**src/rtl/crc8_frame_ctrl_if.sv**
```systemverilog
// Byte-source / CRC8-engine signal bundle for the frame sequencer.
// master: byte source plus engine side; slave: the sequencer itself.
interface crc8_frame_ctrl_if #(
  parameter int unsigned CNT_W = 8
) ();
  logic             start;
  logic             abort;
  logic [7:0]       din;
  logic             din_valid;
  logic             din_last;
  logic             din_ready;
  logic             crc_bitval;
  logic             crc_bitstrb;
  logic             crc_enable;
  logic             crc_clear;
  logic [7:0]       crc_in;
  logic [7:0]       crc_out;
  logic             crc_zero;
  logic             done;
  logic             busy;
  logic [CNT_W-1:0] byte_cnt;

  modport master (
    output start, abort, din, din_valid, din_last, crc_in,
    input  din_ready, crc_bitval, crc_bitstrb, crc_enable, crc_clear,
    input  crc_out, crc_zero, done, busy, byte_cnt
  );

  modport slave (
    input  start, abort, din, din_valid, din_last, crc_in,
    output din_ready, crc_bitval, crc_bitstrb, crc_enable, crc_clear,
    output crc_out, crc_zero, done, busy, byte_cnt
  );
endinterface

```
**src/rtl/crc8_frame_ctrl.sv**
```systemverilog
// Frame sequencer for a bit-serial CRC8 engine: accepts bytes over valid/ready,
// serialises them MSB first as bitval/bitstrb pairs and reports the final CRC.
module crc8_frame_ctrl #(
  parameter int unsigned CLR_CYCLES = 1,
  parameter int unsigned CNT_W      = 8
) (
  input logic              clk,
  input logic              reset,
  crc8_frame_ctrl_if.slave bus
);

  localparam int unsigned ClrW = 4;

  typedef enum logic [2:0] {StIdle, StClr, StLoad, StSetup, StStrobe, StSettle} state_e;

  state_e           state_q, state_d;
  logic [ClrW-1:0]  clr_cnt_q, clr_cnt_d;
  logic [7:0]       shreg_q, shreg_d;
  logic [2:0]       bit_cnt_q, bit_cnt_d;
  logic             last_q, last_d;
  logic [CNT_W-1:0] byte_cnt_q, byte_cnt_d;

  logic       ready_q, ready_d;
  logic       bitval_q, bitval_d;
  logic       strb_q, strb_d;
  logic       en_q, en_d;
  logic       clear_q, clear_d;
  logic       done_q, done_d;
  logic       busy_q, busy_d;
  logic       zero_q, zero_d;
  logic [7:0] crc_out_q, crc_out_d;

  logic abort_hit;
  logic handshake;

  assign abort_hit = bus.abort && (state_q != StIdle);
  assign handshake = (state_q == StLoad) && bus.din_valid && !bus.abort;

  always_ff @(posedge clk) begin
    if (reset) begin
      state_q    <= StIdle;
      clr_cnt_q  <= '0;
      shreg_q    <= '0;
      bit_cnt_q  <= '0;
      last_q     <= 1'b0;
      byte_cnt_q <= '0;
      ready_q    <= 1'b0;
      bitval_q   <= 1'b0;
      strb_q     <= 1'b0;
      en_q       <= 1'b0;
      clear_q    <= 1'b1;
      done_q     <= 1'b0;
      busy_q     <= 1'b0;
      zero_q     <= 1'b0;
      crc_out_q  <= '0;
    end else begin
      state_q    <= state_d;
      clr_cnt_q  <= clr_cnt_d;
      shreg_q    <= shreg_d;
      bit_cnt_q  <= bit_cnt_d;
      last_q     <= last_d;
      byte_cnt_q <= byte_cnt_d;
      ready_q    <= ready_d;
      bitval_q   <= bitval_d;
      strb_q     <= strb_d;
      en_q       <= en_d;
      clear_q    <= clear_d;
      done_q     <= done_d;
      busy_q     <= busy_d;
      zero_q     <= zero_d;
      crc_out_q  <= crc_out_d;
    end
  end

  always_comb begin
    state_d    = state_q;
    clr_cnt_d  = clr_cnt_q;
    shreg_d    = shreg_q;
    bit_cnt_d  = bit_cnt_q;
    last_d     = last_q;
    byte_cnt_d = byte_cnt_q;
    unique case (state_q)
      StIdle: begin
        if (bus.start) begin
          state_d    = StClr;
          clr_cnt_d  = '0;
          byte_cnt_d = '0;
        end
      end
      StClr: begin
        if (clr_cnt_q == ClrW'(CLR_CYCLES - 1)) state_d = StLoad;
        else                                    clr_cnt_d = clr_cnt_q + ClrW'(1);
      end
      StLoad: begin
        if (handshake) begin
          shreg_d   = bus.din;
          last_d    = bus.din_last;
          bit_cnt_d = '0;
          state_d   = StSetup;
          if (byte_cnt_q != '1) byte_cnt_d = byte_cnt_q + CNT_W'(1);
        end
      end
      StSetup: state_d = StStrobe;
      StStrobe: begin
        shreg_d   = {shreg_q[6:0], 1'b0};
        bit_cnt_d = bit_cnt_q + 3'd1;
        if (bit_cnt_q == 3'd7) state_d = last_q ? StSettle : StLoad;
        else                   state_d = StSetup;
      end
      StSettle: state_d = StIdle;
      default:  state_d = StIdle;
    endcase
    if (abort_hit) state_d = StIdle;
  end

  // Outputs are decoded from the next state so every output is a plain register.
  always_comb begin
    ready_d   = (state_d == StLoad);
    strb_d    = (state_d == StStrobe);
    en_d      = (state_d == StSetup) || (state_d == StStrobe);
    clear_d   = (state_d == StClr) || abort_hit;
    done_d    = (state_d == StSettle);
    busy_d    = (state_d != StIdle);
    bitval_d  = 1'b0;
    crc_out_d = crc_out_q;
    zero_d    = zero_q;
    if (state_d == StSetup)       bitval_d = shreg_d[7];
    else if (state_d == StStrobe) bitval_d = bitval_q;
    if (state_d == StSettle) begin
      crc_out_d = bus.crc_in;
      zero_d    = (bus.crc_in == 8'h00);
    end
  end

  assign bus.din_ready   = ready_q;
  assign bus.crc_bitval  = bitval_q;
  assign bus.crc_bitstrb = strb_q;
  assign bus.crc_enable  = en_q;
  assign bus.crc_clear   = clear_q;
  assign bus.crc_out     = crc_out_q;
  assign bus.crc_zero    = zero_q;
  assign bus.done        = done_q;
  assign bus.busy        = busy_q;
  assign bus.byte_cnt    = byte_cnt_q;

endmodule

```
**src/flat_wrapper.sv**
```systemverilog
// flat-port wrapper written by rule: the top's interface ports become plain ports
module crc8_frame_ctrl_flat 
#(
  parameter int unsigned CLR_CYCLES = 1,
  parameter int unsigned CNT_W      = 8
)
  (clk, reset, bus_start, bus_abort, bus_din, bus_din_valid, bus_din_last, bus_crc_in, bus_din_ready, bus_crc_bitval, bus_crc_bitstrb, bus_crc_enable, bus_crc_clear, bus_crc_out, bus_crc_zero, bus_done, bus_busy, bus_byte_cnt);
  crc8_frame_ctrl_if #(.CNT_W(CNT_W)) bus_i ();
  input logic clk;
  input logic reset;
  input wire logic [$bits(bus_i.start)-1:0] bus_start;
  input wire logic [$bits(bus_i.abort)-1:0] bus_abort;
  input wire logic [$bits(bus_i.din)-1:0] bus_din;
  input wire logic [$bits(bus_i.din_valid)-1:0] bus_din_valid;
  input wire logic [$bits(bus_i.din_last)-1:0] bus_din_last;
  input wire logic [$bits(bus_i.crc_in)-1:0] bus_crc_in;
  output wire logic [$bits(bus_i.din_ready)-1:0] bus_din_ready;
  output wire logic [$bits(bus_i.crc_bitval)-1:0] bus_crc_bitval;
  output wire logic [$bits(bus_i.crc_bitstrb)-1:0] bus_crc_bitstrb;
  output wire logic [$bits(bus_i.crc_enable)-1:0] bus_crc_enable;
  output wire logic [$bits(bus_i.crc_clear)-1:0] bus_crc_clear;
  output wire logic [$bits(bus_i.crc_out)-1:0] bus_crc_out;
  output wire logic [$bits(bus_i.crc_zero)-1:0] bus_crc_zero;
  output wire logic [$bits(bus_i.done)-1:0] bus_done;
  output wire logic [$bits(bus_i.busy)-1:0] bus_busy;
  output wire logic [$bits(bus_i.byte_cnt)-1:0] bus_byte_cnt;
  assign bus_i.start = bus_start;
  assign bus_i.abort = bus_abort;
  assign bus_i.din = bus_din;
  assign bus_i.din_valid = bus_din_valid;
  assign bus_i.din_last = bus_din_last;
  assign bus_i.crc_in = bus_crc_in;
  assign bus_din_ready = bus_i.din_ready;
  assign bus_crc_bitval = bus_i.crc_bitval;
  assign bus_crc_bitstrb = bus_i.crc_bitstrb;
  assign bus_crc_enable = bus_i.crc_enable;
  assign bus_crc_clear = bus_i.crc_clear;
  assign bus_crc_out = bus_i.crc_out;
  assign bus_crc_zero = bus_i.crc_zero;
  assign bus_done = bus_i.done;
  assign bus_busy = bus_i.busy;
  assign bus_byte_cnt = bus_i.byte_cnt;
  crc8_frame_ctrl #(.CLR_CYCLES(CLR_CYCLES), .CNT_W(CNT_W)) u_core (.clk(clk), .reset(reset), .bus(bus_i));
endmodule
```
**config.mk**
```make
export PLATFORM = sky130hd
export DESIGN_NAME = crc8_frame_ctrl_flat
export DESIGN_NICKNAME = d
export VERILOG_FILES = /design/src/rtl/crc8_frame_ctrl_if.sv /design/src/rtl/crc8_frame_ctrl.sv /design/src/flat_wrapper.sv
export SDC_FILE = /design/constraint.sdc
export NUM_CORES = 1
export LEC_CHECK = 0
export CAP_MARGIN = 20
export CORE_MARGIN = 1.5
export CORE_UTILIZATION = 44
export CTS_BUF_LIST = sky130_fd_sc_hd__clkbuf_16
export DETAILED_ROUTE_END_ITERATION = 10
export PLACE_DENSITY = 0.79
export REMOVE_ABC_BUFFERS = 1
export SETUP_SLACK_MARGIN = 0.02
export SLEW_MARGIN = 20
export SYNTH_ARGS = -nofsm -noshare
export SYNTH_HDL_FRONTEND = slang
export SYNTH_SLANG_ARGS = --single-unit
```
**constraint.sdc**
```tcl
create_clock -name clk -period 2 [get_ports clk]
set_clock_uncertainty 0.2 [all_clocks]
set_input_delay 0.4 -clock clk [delete_from_list [all_inputs] [get_ports clk]]
set_output_delay 0.4 -clock clk [all_outputs]
set_load 0.01 [all_outputs]
```
======== Word level (Yosys, flattened, before mapping) ========
Cells that the tools add are included.
operators by class
  add/sub/neg operators ................... 3
  $mul .................................... 0
  div/mod/pow operators ................... 0
  $lt $le $gt $ge ......................... 0
  equality and inequality tests ........... 16
  shifts and indexed selects .............. 0
  muxes and demuxes ....................... 20
  bitwise logic cells ..................... 0
  reduce and logical (&&, ||, !) cells .... 18
operator list
  cell                                           count
  two-way mux 8 bit                              4
  one-hot mux 8 bit (2 select lines)             2
  two-way mux 3 bit                              7
  one-hot mux 3 bit (5 select lines)             1
  == test 3 x 2 -> 1 bit, second input constant  4
  == test 3 bit, second input constant           4
  adder 8 x 1 -> 8 bit, second input constant    1
  zero test 8 bit                                1
  two-way mux 4 bit                              2
  inequality test 2 bit, second input constant   4
  inequality test 8 bit, second input constant   1
  one-hot mux 4 bit (2 select lines)             1
  == test 3 x 1 -> 1 bit, second input constant  2
  one-hot mux 3 bit (2 select lines)             1
  nonzero test 2 bit                             3
  nonzero test 3 bit                             2
  adder 4 x 1 -> 4 bit, second input constant    1
  zero test 4 bit                                1
  AND reduction 2 bit                            2
  AND reduction 4 bit                            1
  adder 3 x 1 -> 3 bit, second input constant    1
  logical AND 1 bit                              3
  zero test 3 bit                                1
  AND reduction 3 bit                            1
  other kinds (4)                                6
word-level totals
  flip-flop bits (word level) ............. 43
  latch bits .............................. 0
  bits in writable memories ............... 0
  memory bits (read-only) ................. 0
  bits of input ports ..................... 22
  output and inout bits ................... 24
  logic and storage cells ................. 73
  memories ................................ 0

======== Longest topological paths before layout ========
  depth after elaboration ................. 9
  mapped depth ............................ 8
  mapped depth without buffers ............ 7

======== Worst setup path before layout ========
Ideal clock, no wire load.
  path kind ............................... flip-flop to flip-flop
  start point ............................. register u_core.clr_cnt_q[0]
  end point ............................... register u_core.en_q (netlist: u_core.bus.crc_enable)
  library setup time ...................... 114 ps
  arrival ................................. 1762 ps
  data required time ...................... 1686 ps
  slack ................................... -76 ps
  cell stages (with the launch flop) ...... 8
  path buffers ............................ 0
  clock period less this slack ............ 2076 ps
  path through ............................ dfxtp_1 -> inv_1 -> ha_1 -> nor3b_1 -> o32a_1 -> a221o_1 -> and2_4 -> a21o_1
between the ends
  word-level cells in the longest chain between the ends .. 6
  elaborated cells on any way between the ends .. 7
  those cells by class .................... eq/ne: 2; mux: 3; reduce/logical: 2
ends and longest elaborated chain
  item                                                     RTL line                RTL
  start, declared                                          crc8_frame_ctrl.sv:17   logic [ClrW-1:0] clr_cnt_q, clr_cnt_d;
  start signal, assigned                                   crc8_frame_ctrl.sv:58   clr_cnt_q <= clr_cnt_d;
  zero test 4 bit *                                        crc8_frame_ctrl.sv:91   if (clr_cnt_q == ClrW'(CLR_CYCLES - 1)) state_d = StLoad;
  two-way mux 3 bit *                                      crc8_frame_ctrl.sv:91
  one-hot mux 3 bit (5 select lines) *                     crc8_frame_ctrl.sv:82   unique case (state_q)
  two-way mux 3 bit *                                      crc8_frame_ctrl.sv:113  if (abort_hit) state_d = StIdle;
  == test 3 x 2 -> 1 bit or == test 3 bit (tied branches)  crc8_frame_ctrl.sv:120  en_d = (state_d == StSetup) || (state_d == StStrobe);
  logical OR 1 bit *                                       crc8_frame_ctrl.sv:120
  end signal, assigned                                     crc8_frame_ctrl.sv:66   en_q <= en_d;
  end, declared                                            crc8_frame_ctrl.sv:26   logic en_q, en_d;
Every way passes the cells marked *; elsewhere a longest branch is shown, timed or not.
A chain may end at the register's enable or synchronous reset.

======== Worst setup path in the final report ========
  start point ............................. register u_core.state_q[2]
  end point ............................... register u_core.crc_out_q[1] (netlist: u_core.bus.crc_out[1])
between the ends
  word-level cells in the longest chain between the ends .. 7
  elaborated cells on any way between the ends .. 15
  those cells by class .................... eq/ne: 5; mux: 5; reduce/logical: 5
ends and longest elaborated chain
  item                                RTL line                                      RTL
  start, declared                     crc8_frame_ctrl.sv:16                         state_e state_q, state_d;
  start signal, assigned              crc8_frame_ctrl.sv:41                         state_q <= StIdle;
  start signal, assigned              crc8_frame_ctrl.sv:57                         state_q <= state_d;
  == test 3 x 2 -> 1 bit              crc8_frame_ctrl.sv:37, crc8_frame_ctrl.sv:82
  logical AND 1 bit (2 in a row)      crc8_frame_ctrl.sv:37                         assign handshake = (state_q == StLoad) && bus.din_valid && !bus.abort;
  two-way mux 3 bit                   crc8_frame_ctrl.sv:95                         if (handshake) begin
  one-hot mux 3 bit (5 select lines)  crc8_frame_ctrl.sv:82
  two-way mux 3 bit *                 crc8_frame_ctrl.sv:113
  == test 3 bit *                     crc8_frame_ctrl.sv:129                        if (state_d == StSettle) begin
  end signal, assigned                crc8_frame_ctrl.sv:71                         crc_out_q <= crc_out_d;
  end, declared                       crc8_frame_ctrl.sv:31                         logic [7:0] crc_out_q, crc_out_d;
Marks and branches as above.

==> metrics.md <==
| Metric | Value |
|---|---|
| Outcome | finished with violations |
| Failing checks | setup timing |
| Min-delay worst type | reg -> reg |
| Number of global-route vias before repair | 1647 |
| Fin crit period | 2090 ps |
| Drt pass-1 iters | 4 |
| Warnings from Yosys | 0 |
| Layout Cells excl Fill | 329 |
| Core Box Area | 0.00403 mm^2 |
| Leak | 1.05 nW |
| Fillers | 294 |
| WL per Instance | 14.0 um |
| DR iter-0 viols | 43 |
| I/O pin total | 46 |
| Crit share post-route | 104% |
| Die Y | 67.8 um |
| Final Power | 2.32 mW |
| Clock latency on the worst-skew pair | 290 ps |
| Worst-case clock buffer depth | 2 |
| # port buffers | 45 |
| GRT Total Usage | 20.8% |
| CP max-delay cell | o32a_1 |
| CP Capture Type | register |
| Final setup vio count | 11 |
| Dpl cells | 315 |
| Synth-to-layout area growth | 54.5% |
| Initial antenna violation count | 0 |
| First-pass GRT wire length | 7140 um |
| Worst-path cell chain | buf_4 > nand2b_1 > o32a_1 > a211oi_4 > buf_6 > mux2i_1 > nor2_1 |
| Synth async-reset ratio | 0% |
| Syn Area/Cell | 8.89 um^2 |
| Worst setup margin | -86.0 ps |
| Layout net count | 305 |
| Distinct cells, synth | 40 |
| Crit path required time | 1970 ps |
| Slowest Stage Delay on Critical Path | 400 ps |
| Top FF cell, synth | dfxtp_1 |
| Startpoint Class | register |
| Maximum VDD drop | 0.000422 V |
| Row count | 23 |
| Vias | 1726 |
| Clock tree from TritonCTS | done |
| Fmax | 479 MHz |
| Largest cells by area after synthesis | dfxtp_1 47%, nor2_1 5.5%, a21oi_1 5.1% |
| Crit Path Max Fanout | 6 |
| Sequential cell area | 875 um^2 |
| Via density | 5.25 |
| CTS Buf Count | 5 |
| Antenna viol nets, final | 0 |
| Final Max Tran Viols | 0 |
| Synthesized area | 0.00185 mm^2 |
| Clk sinks | 43 |
| Clock-pin slew on the worst setup and hold paths | 60 ps |
| Critical path type | reg -> reg |
| Remaining global-route overflow | 0 |
| Post-synth top area share | 46.5% |
| Buf/Inv on CP | 2 |
| P per Cell Area | 813 mW/mm^2 |
| Routed WL | 4600 um |
| RePlAce Congestion | 0.806 |
| Clock Root Buffer | clkbuf_16 |
| RSZ-0062 raised after global routing | true |
| Synth cell count leaders | 43 x dfxtp_1, 27 x nor2_1, 21 x nand2_1 |
| Synth area leader | dfxtp_1 |
| Die area | 0.00460 mm^2 |
| Worst-Margin Slew | 437 ps |
| Area of the multi-input gates | 0.00106 mm^2 |
| Max H-tree Level | 2 |
| Max-slew headroom | 70.6% |
| Initial Utilization | 45.9% |
| Die width | 67.8 um |
| DR DRC count | 0 |
| Number of synthesized flops with an enable pin | 0 |
| Largest net degree at the start of global routing | 23 |
| Top delay family on crit path | compound AO/OA/AOI/OAI gates |
| Top-count cell post-synth | dfxtp_1 |
| Diode count | 0 |
| Final Hold Fails | 0 |
| Post-synthesis sequential area ratio | 46.5% |
| Max-Cap Viols | 0 |
| HPWL after DPL | 2890 um |
| Share of layout cells above drive strength 1 | 23.7% |
| Critical Path AT | 2060 ps |
| Mapped Cells | 208 |
| Register bit count reported by yosys | 43 |
| Hold slack | 259 ps |
==> path summary, 6_finish.rpt <==
path | slack, ps | start | cells after the start | end
worst min-delay path | 260 | u_core.shreg_q[2]$_SDFFE_PP0P_ | 2 | u_core.shreg_q[2]$_SDFFE_PP0P_
worst max-delay path | -90 | u_core.state_q[2]$_SDFF_PP0_ | 7 | u_core.bus.crc_out[1]$_SDFFE_PP0N_
worst max register to register | -90 | u_core.state_q[2]$_SDFF_PP0_ | 7 | u_core.bus.crc_out[1]$_SDFFE_PP0N_
worst min register to register | 260 | u_core.shreg_q[2]$_SDFFE_PP0P_ | 2 | u_core.shreg_q[2]$_SDFFE_PP0P_
==> area by class of cell <==
class                   instances  area share [%]
multi-input cells             150            37.0
well taps                      50            2.19
clock inverters                 3            1.36
repair buffers                 73            23.8
flip-flops and latches         43            30.6
clock buffers                   5            4.38
inverters                       5           0.657
==> report_power, final <==
part,switching [mW],internal [mW],leakage [nW]
clock,0.324,0.582,0.0812
combinational,0.226,0.254,0.620
sequential,0.0347,0.902,0.352
total,0.586,1.74,1.05
==> state kept, by name, indices dropped and copies added, names as in the netlist <==
signal,count
u_core.bus.din_ready,1
u_core.bus.crc_enable,1
u_core.bus.crc_out,8
u_core.bit_cnt_q,3
u_core.state_q,3
u_core.bus.byte_cnt,8
u_core.bus.crc_clear,1
u_core.bus.crc_zero,1
u_core.bus.crc_bitval,1
u_core.clr_cnt_q,4
u_core.shreg_q,8
u_core.bus.done,1
u_core.last_q,1
u_core.bus.crc_bitstrb,1
u_core.bus.busy,1
==> routing by layer <==
metal  share of wire, %  vias to the layer above  track usage, %  wire length (um)
met5                  0                        -               0                 0
met4                2.0                        0            11.3                90
met1                 44                      797            24.9              2010
li1                   -                      875               -                 -
met3                4.7                        8            6.25               215
met2                 50                       46            33.3              2290
==> logic make-up after synthesis <==
group           share of synthesized area [%]
compound gates                           16.4
xor+xnor                                 4.74
fa+ha+maj                                3.38
buf+inv                                  3.38
flops                                    46.5
mux                                      4.87
simple gates                             20.6
==> worst min-delay path, stage by stage (launching register included) <==
cell	delay [ps]
dfxtp_1	310
nand2_1	50
a21oi_1	50
==> through the flow <==
stage / utilization, % / instance area, um^2 / TNS [ps] / setup slack, ps
floorplan: - / 1810 / -11260 / -1180
global placement: 61.8 / 2490 / -6200 / -306
detailed placement: 61.8 / 2490 / -6570 / -358
CTS: 67.6 / 2720 / -754 / -100
global route: 70.9 / 2860 / -1440 / -159
finish: 70.9 / 2860 / -630 / -86.0
==> cells in the final DEF, fill, tap and decap left out, types with 2 or more instances in the layout <==
master / Yosys / final
dlymetal6s2s_1: 0 / 2
xor2_1: 2 / 2
clkdlybuf4s50_1: 0 / 43
nor2_1: 27 / 25
nand2b_1: 4 / 4
nand3_2: 0 / 2
xnor2_1: 8 / 8
nand4_1: 3 / 3
nor4_1: 2 / 2
o21ai_2: 0 / 2
dfxtp_2: 0 / 8
a21oi_1: 19 / 18
buf_4: 1 / 24
a22oi_1: 6 / 6
inv_2: 0 / 2
clkbuf_16: 0 / 5
a211oi_2: 0 / 2
nor2b_1: 4 / 4
ha_4: 0 / 4
o211ai_1: 3 / 3
inv_1: 5 / 3
nand2_1: 21 / 21
mux2i_1: 9 / 9
nand3_1: 10 / 8
buf_6: 0 / 4
dfxtp_1: 43 / 34
nor2_2: 0 / 2
==> repair_timing <==
action                     in CTS  in global routing
resized for setup              16                 27
pin swaps                       4                 17
gates cloned                    1                  0
setup endpoints to repair      16                 25
buffers inserted                2                  3
hold buffers                    0                  0
Note: power is estimated with default switching activity, not from simulation.
==> edit 1 (same flow settings) <==
Take the reset off `shreg_q` and load it in a clocked block of its own.
--- a/src/rtl/crc8_frame_ctrl.sv
+++ b/src/rtl/crc8_frame_ctrl.sv
@@ -40,7 +40,6 @@
     if (reset) begin
       state_q    <= StIdle;
       clr_cnt_q  <= '0;
-      shreg_q    <= '0;
       bit_cnt_q  <= '0;
       last_q     <= 1'b0;
       byte_cnt_q <= '0;
@@ -56,7 +55,6 @@
     end else begin
       state_q    <= state_d;
       clr_cnt_q  <= clr_cnt_d;
-      shreg_q    <= shreg_d;
       bit_cnt_q  <= bit_cnt_d;
       last_q     <= last_d;
       byte_cnt_q <= byte_cnt_d;
@@ -70,6 +68,10 @@
       zero_q     <= zero_d;
       crc_out_q  <= crc_out_d;
     end
+  end
+
+  always_ff @(posedge clk) begin
+    shreg_q <= shreg_d;
   end
 
   always_comb begin
Check against the original RTL: same outputs for any inputs over 10 cycles, from zero or initial values and one cycle with reset high; that may be too few to reach the edited logic, so the function may still have changed.
==> edit 1 against the unedited design <==
The flow still finishes with violations (setup timing); final cell count decreased by 4.3%; power decreased by 13%; global-route usage fell by 2.7 points; synthesized area grew 2.7%; clock power shrank 13%; synthesized cell count is 6.7% lower; wire length shrank 10%; sequential cell count did not move; cell area is 2.8% lower; sequential power about the same; worst setup slack improved by 0.024 ns; sequential share of layout area rose by 3.0 points; critical path type unchanged; critical endpoint is now u_core.bus.done$_SDFF_PP0_.
==> edit 1: results (changes against the unedited design) <==
| Metric | Value |
|---|---|
| Status | finished, violations left (unchanged) |
| Violations in the final reports | setup timing (unchanged) |
| Reg clk slew, reported paths | 0.06 ns (about the same) |
| Number of library cell types mapped by synthesis | 44 (was 40) |
| Clk buf depth | 2 (unchanged) |
| Hold/Removal Path Class | flop to flop (unchanged) |
| Cell leakage power | 1.063 nW (was 1.054 nW) |
| Syn_area_per_cell | 9.790 um^2 (was 8.891 um^2) |
| GRT Util Overall | 18.12% (was 20.78%) |
| Largest net degree at the start of global routing | 15 (was 23) |
| Iter 0 DRT Violations | 40 (was 43) |
| Metal-1 WL | 1958 um (was 2007 um) |
| Vias in the first global route | 1,436 (was 1,647) |
| NetSw | 484.5 uW (was 585.5 uW) |
| Final WS setup | -0.06203 ns (was -0.08595 ns) |
| Commonest cells in the netlist | dfxtp_1, nor2_1, nand3_1 (was dfxtp_1, nor2_1, nand2_1) |
| Post-synthesis mux area share | 4.216% (was 4.871%) |
| Placer Congestion | 0.7881 (was 0.8061) |
| Slowest CP cell | or3b_4 (was o32a_1) |
| Clock root cell | clkbuf_16 (unchanged) |
| Worst slew pin tran | 0.3907 ns (was 0.4368 ns) |
| WL final | 4120 um (was 4599 um) |
| TNS Setup | -0.2154 ns (was -0.6301 ns) |
| Ys Warns | 0 (unchanged) |
| PwrDens | 725.5 mW/mm^2 (was 813.1 mW/mm^2) |
| # fillers | 324 (was 294) |
| Diodes inserted | 0 (unchanged) |
| Synth Area in Compound Gates | 13.77% (was 16.44%) |
| Synth Area in Adders | 3.294% (was 3.383%) |
| Met2 wire len | 1966 um (was 2286 um) |
| Cells after DPL | 304 (was 315) |
| Max incr delay on CP | 0.40 ns (about the same) |
| XOR/XNOR Fraction of Synth Area | 3.228% (was 4.736%) |
| Setup WS pre-CTS | -0.3151 ns (was -0.3578 ns) |
| Comb group | 291 uW (was 481 uW) |
| Sequential area share after synthesis | 49.01% (was 46.55%) |
| Detail Placement HPWL | 3017 um (was 2891 um) |
| Total CTS buffers | 5 (unchanged) |
| Worst VDD drop | 0.4911 mV (was 0.4225 mV) |
| Layout cell share with drive strength beyond 1 | 20.38% (was 23.66%) |
| Total number of vias | 1,606 (was 1,726) |
| Post-synth EDFFs | 7 (was 0) |
| Avg Vias per Cell | 5.098 (was 5.246) |
| First-pass GRT wire length | 6299 um (was 7141 um) |
| Top delay family on crit path | simple AND/OR/NAND/NOR gates (was compound AO/OA/AOI/OAI gates) |
| WL met3 | 157 um (was 215 um) |
| Highest routed layer | met4 (unchanged) |
| Nets | 291 (was 305) |
| Total setup violations reported at the end of the flow | 6 (was 11) |
| Synth area leaders | dfxtp_1, edfxtp_1, nor2_1 (was dfxtp_1, nor2_1, a21oi_1) |
| Placed cell areas | 0.002556 mm^2 (was 0.002489 mm^2) |
| Clock group power | 788 uW (was 906 uW) |
edit 1: cell types whose count changed in the layout (fill, tap and decap cells not counted), moves of 6 or more:
cell,change
a21oi_1,-9
a22o_1,+6
dfxtp_2,-6
edfxtp_1,+7
nand2_1,-10
xnor2_1,-8
edit 1: repair_timing:
| action | 4_1_cts | 5_1_grt |
|---|---|---|
| resized for setup | 13 | 4 |
| endpoints found under the setup margin | 8 | 24 |
| pin swaps | 3 | 1 |
| setup buffers | 3 | 0 |
edit 1: worst paths after layout:
check,startpoint,to,slack [ns],depth (start not counted)
setup / recovery,u_core.clr_cnt_q[0]$_SDFFE_PP0P_,u_core.bus.done$_SDFF_PP0_,-0.06,7
hold / removal,u_core.bit_cnt_q[1]$_SDFFE_PP0P_,u_core.bit_cnt_q[1]$_SDFFE_PP0P_,0.27,2
setup reg to reg,u_core.clr_cnt_q[0]$_SDFFE_PP0P_,u_core.bus.done$_SDFF_PP0_,-0.06,7
hold reg to reg,u_core.bit_cnt_q[1]$_SDFFE_PP0P_,u_core.bit_cnt_q[1]$_SDFFE_PP0P_,0.27,2
edit 1: worst min-delay path, cell delays in order, from the launching register on:
cell	delay [ns]
dfxtp_1	0.31
nand3_1	0.06
a21oi_1	0.06
edit 1: area by class of cell:
cell class | instances | area (um^2) | area share [%]
Clock inverter | 3 | 20.02 | 0.7210
Inverter | 6 | 22.52 | 0.8112
Timing Repair Buffer | 73 | 674.4 | 24.29
Sequential cell | 43 | 933.4 | 33.62
Clock buffer | 5 | 125.1 | 4.507
Multi-Input combinational cell | 135 | 938.4 | 33.80
Tap cell | 50 | 62.56 | 2.253
edit 1: metal layers:
layer | global-route usage, % | up-vias
met3 | 5.682 | 5
met5 | 0 | -
met1 | 23.27 | 744
met4 | 6.618 | 0
met2 | 28.61 | 25
li1 | - | 832
==> edit 2 (same settings) <==
Made on the original files. `ClrW`: 4 -> 5.
--- a/src/rtl/crc8_frame_ctrl.sv
+++ b/src/rtl/crc8_frame_ctrl.sv
@@ -9,7 +9,7 @@
   crc8_frame_ctrl_if.slave bus
 );
 
-  localparam int unsigned ClrW = 4;
+  localparam int unsigned ClrW = 5;
 
   typedef enum logic [2:0] {StIdle, StClr, StLoad, StSetup, StStrobe, StSettle} state_e;
 
Function: no difference found for any inputs over 10 cycles, from zero or initial values and one cycle with reset high; that may be too few to reach the edited logic, so the function may still have changed.
==> edit 2 against the unedited design <==
Global-route usage fell by 1.1 points; clock power barely moved; synthesized area rose by 12%; critical path depth fell by 2; sequential cell count rose by 1; core utilization fell by 4.4 points; power fell by 9.7%; worst setup slack improved by 0.12 ns; maximum frequency rose by 6.1%; cell area rose by 3.5%; final cell count rose by 10%; wire length rose by 8.5%; critical path type unchanged; critical endpoint is now u_core.bus.crc_out[7]$_SDFFE_PP0N_; largest power group is now clock.
==> edit 2: results (changes against the unedited design) <==
| Metric | Value |
|---|---|
| Status | complete, no violations (was finished, violations left) |
| H-tree lvl count | 2 (unchanged) |
| Avg Vias per Cell | 5.515 (was 5.246) |
| Final Hold Fails | 0 (unchanged) |
| Clk buf depth | 2 (unchanged) |
| XOR/XNOR Fraction of Synth Area | 1.686% (was 4.736%) |
| Main synth FF type | dfxtp_1 (unchanged) |
| Max_slew headroom | 66.19% (was 70.61%) |
| Cell leakage power | 1.103 nW (was 1.054 nW) |
| Synth area leaders | dfxtp_1, nand2_1, a21oi_1 (was dfxtp_1, nor2_1, a21oi_1) |
| Placer Congestion | 0.8558 (was 0.8061) |
| GRT Util Overall | 19.69% (was 20.78%) |
| Synth Area in Adders | 3.010% (was 3.383%) |
| Synth Area in Compound Gates | 21.73% (was 16.44%) |
| DR pass1 iterations | 7 (was 4) |
| Sw frac | 22.45% (was 25.20%) |
| Max incr delay on CP | 0.52 ns (was 0.40 ns) |
| Clk_lat worst skew | about 0.28 ns |
| Gate Count Post-Synth | 241 (was 208) |
| Layout cell share with drive strength beyond 1 | 18.97% (was 23.66%) |
| Diodes inserted | 0 (unchanged) |
| Hold/Removal Path Class | flop to flop (unchanged) |
| Detail Placement HPWL | 3494 um (was 2891 um) |
| M1 GR Usage | 25.66% (was 24.95%) |
| Setup WS pre-CTS | -0.2622 ns (was -0.3578 ns) |
| Reg clk slew, reported paths | 0.06 ns (about the same) |
| Sequential area share after synthesis | 42.38% (was 46.55%) |
| Critical Path Fanout Max | 10 (was 6) |
| Clock root cell | clkbuf_16 (unchanged) |
| Grt met3 use | 4.360% (was 6.250%) |
| Buffers on Ports | 45 (unchanged) |
| Initial antenna violation count | 0 (unchanged) |
| DR WL/cell | 13.74 um (was 13.98 um) |
| Vias in the first global route | 1,867 (was 1,647) |
| Commonest cells in the netlist | dfxtp_1, nand2_1, a21oi_1 (was dfxtp_1, nor2_1, nand2_1) |
| Cells after DPL | 353 (was 315) |
| Ys Warns | 0 (unchanged) |
| Worst VDD drop | 0.4421 mV (was 0.4225 mV) |
| Largest net degree at the start of global routing | 14 (was 23) |
| Nets | 337 (was 305) |
| Total CTS buffers | 5 (unchanged) |
| Ys async rst share | 0% (unchanged) |
| Grt met2 use | 32.20% (was 33.33%) |
| Worst Path Arrival | 1.98 ns (was 2.06 ns) |
| First-pass GRT wire length | 8197 um (was 7141 um) |
| Total number of vias | 2,002 (was 1,726) |
| Slowest CP cell | or3b_1 (was o32a_1) |
| Number of library cell types mapped by synthesis | 49 (was 40) |
| Iter 0 DRT Violations | 162 (was 43) |
| Post-synthesis mux area share | 0.4816% (was 4.871%) |
| # fillers | 360 (was 294) |
-- edit 2: repair_timing --
| action | CTS | global route |
|---|---|---|
| hold buffers | 0 | 0 |
| pin swaps | 0 | 2 |
| gates cloned | 0 | 1 |
| setup buffers | 1 | 0 |
| endpoints found under the setup margin | 4 | 25 |
| hold endpoints to repair | 0 | 0 |
| resized for setup | 4 | 7 |
-- edit 2: path summary, 6_finish.rpt --
path / from / cells after the start / slack (ns) / endpoint
worst max-delay path: u_core.state_q[0]$_SDFF_PP0_ / 5 / 0.03 / u_core.bus.crc_out[7]$_SDFFE_PP0N_
worst min-delay path: u_core.bus.crc_zero$_SDFFE_PP0N_ / 2 / 0.25 / u_core.bus.crc_zero$_SDFFE_PP0N_
worst max register to register: u_core.state_q[0]$_SDFF_PP0_ / 5 / 0.03 / u_core.bus.crc_out[7]$_SDFFE_PP0N_
worst min register to register: u_core.bus.crc_zero$_SDFFE_PP0N_ / 2 / 0.25 / u_core.bus.crc_zero$_SDFFE_PP0N_
-- edit 2: metrics by stage --
stage                     utilization [%]  area [um^2]
final                               66.55         2958
after global placement              61.37         2728
after detailed placement            61.37         2728
after global routing                66.55         2958
after floorplan                         -         1979
after CTS                           65.60         2915
-- edit 2: cell families (layout without fill, tap and decap cells) --
group	count (synthesis)	count (layout)
AO/OA/AOI/OAI	67	67
XOR/XNOR	4	4
adder cells (fa/ha/maj)	5	5
buffers and inverters	23	92
flip-flops	44	44
multiplexers	1	1
AND/OR/NAND/NOR	97	98
-- edit 2: final cells by class --
cell class	instances	area, um^2	share of cell area (%)
Clock inverter	3	38.79	1.311
Sequential cell	44	882.1	29.82
Clock buffer	5	125.1	4.230
Inverter	7	26.28	0.8883
Multi-Input combinational cell	175	1130	38.20
Timing Repair Buffer	77	690.7	23.35
Tap cell	52	65.06	2.200
-- edit 2: power groups by stage --
stage / clock [mW] / sequential (mW) / combinational (mW)
CTS: 0.922 / 0.906 / 0.271
global placement: 0 / 0.925 / 0.260
detailed placement: 0 / 0.925 / 0.262
floorplan: 0 / 0.930 / 0.102
finish: 0.909 / 0.907 / 0.281
global route: 0.954 / 0.908 / 0.304
-- edit 2: critical path: cells and delay by family, from the launching register on --
| kind | cells | cell delay, ns |
|---|---|---|
| buffers and inverters | 1 | 0.22 |
| DFF | 1 | 0.42 |
| AOI/OAI and AO/OA | 1 | 0.14 |
| and+or+nand+nor | 3 | 0.91 |
-- edit 2: per-layer routing --
layer	vias up	wire, um
met3	6	230
met5	-	0
li1	1010	-
met1	937	2304
met2	49	2389
met4	0	64
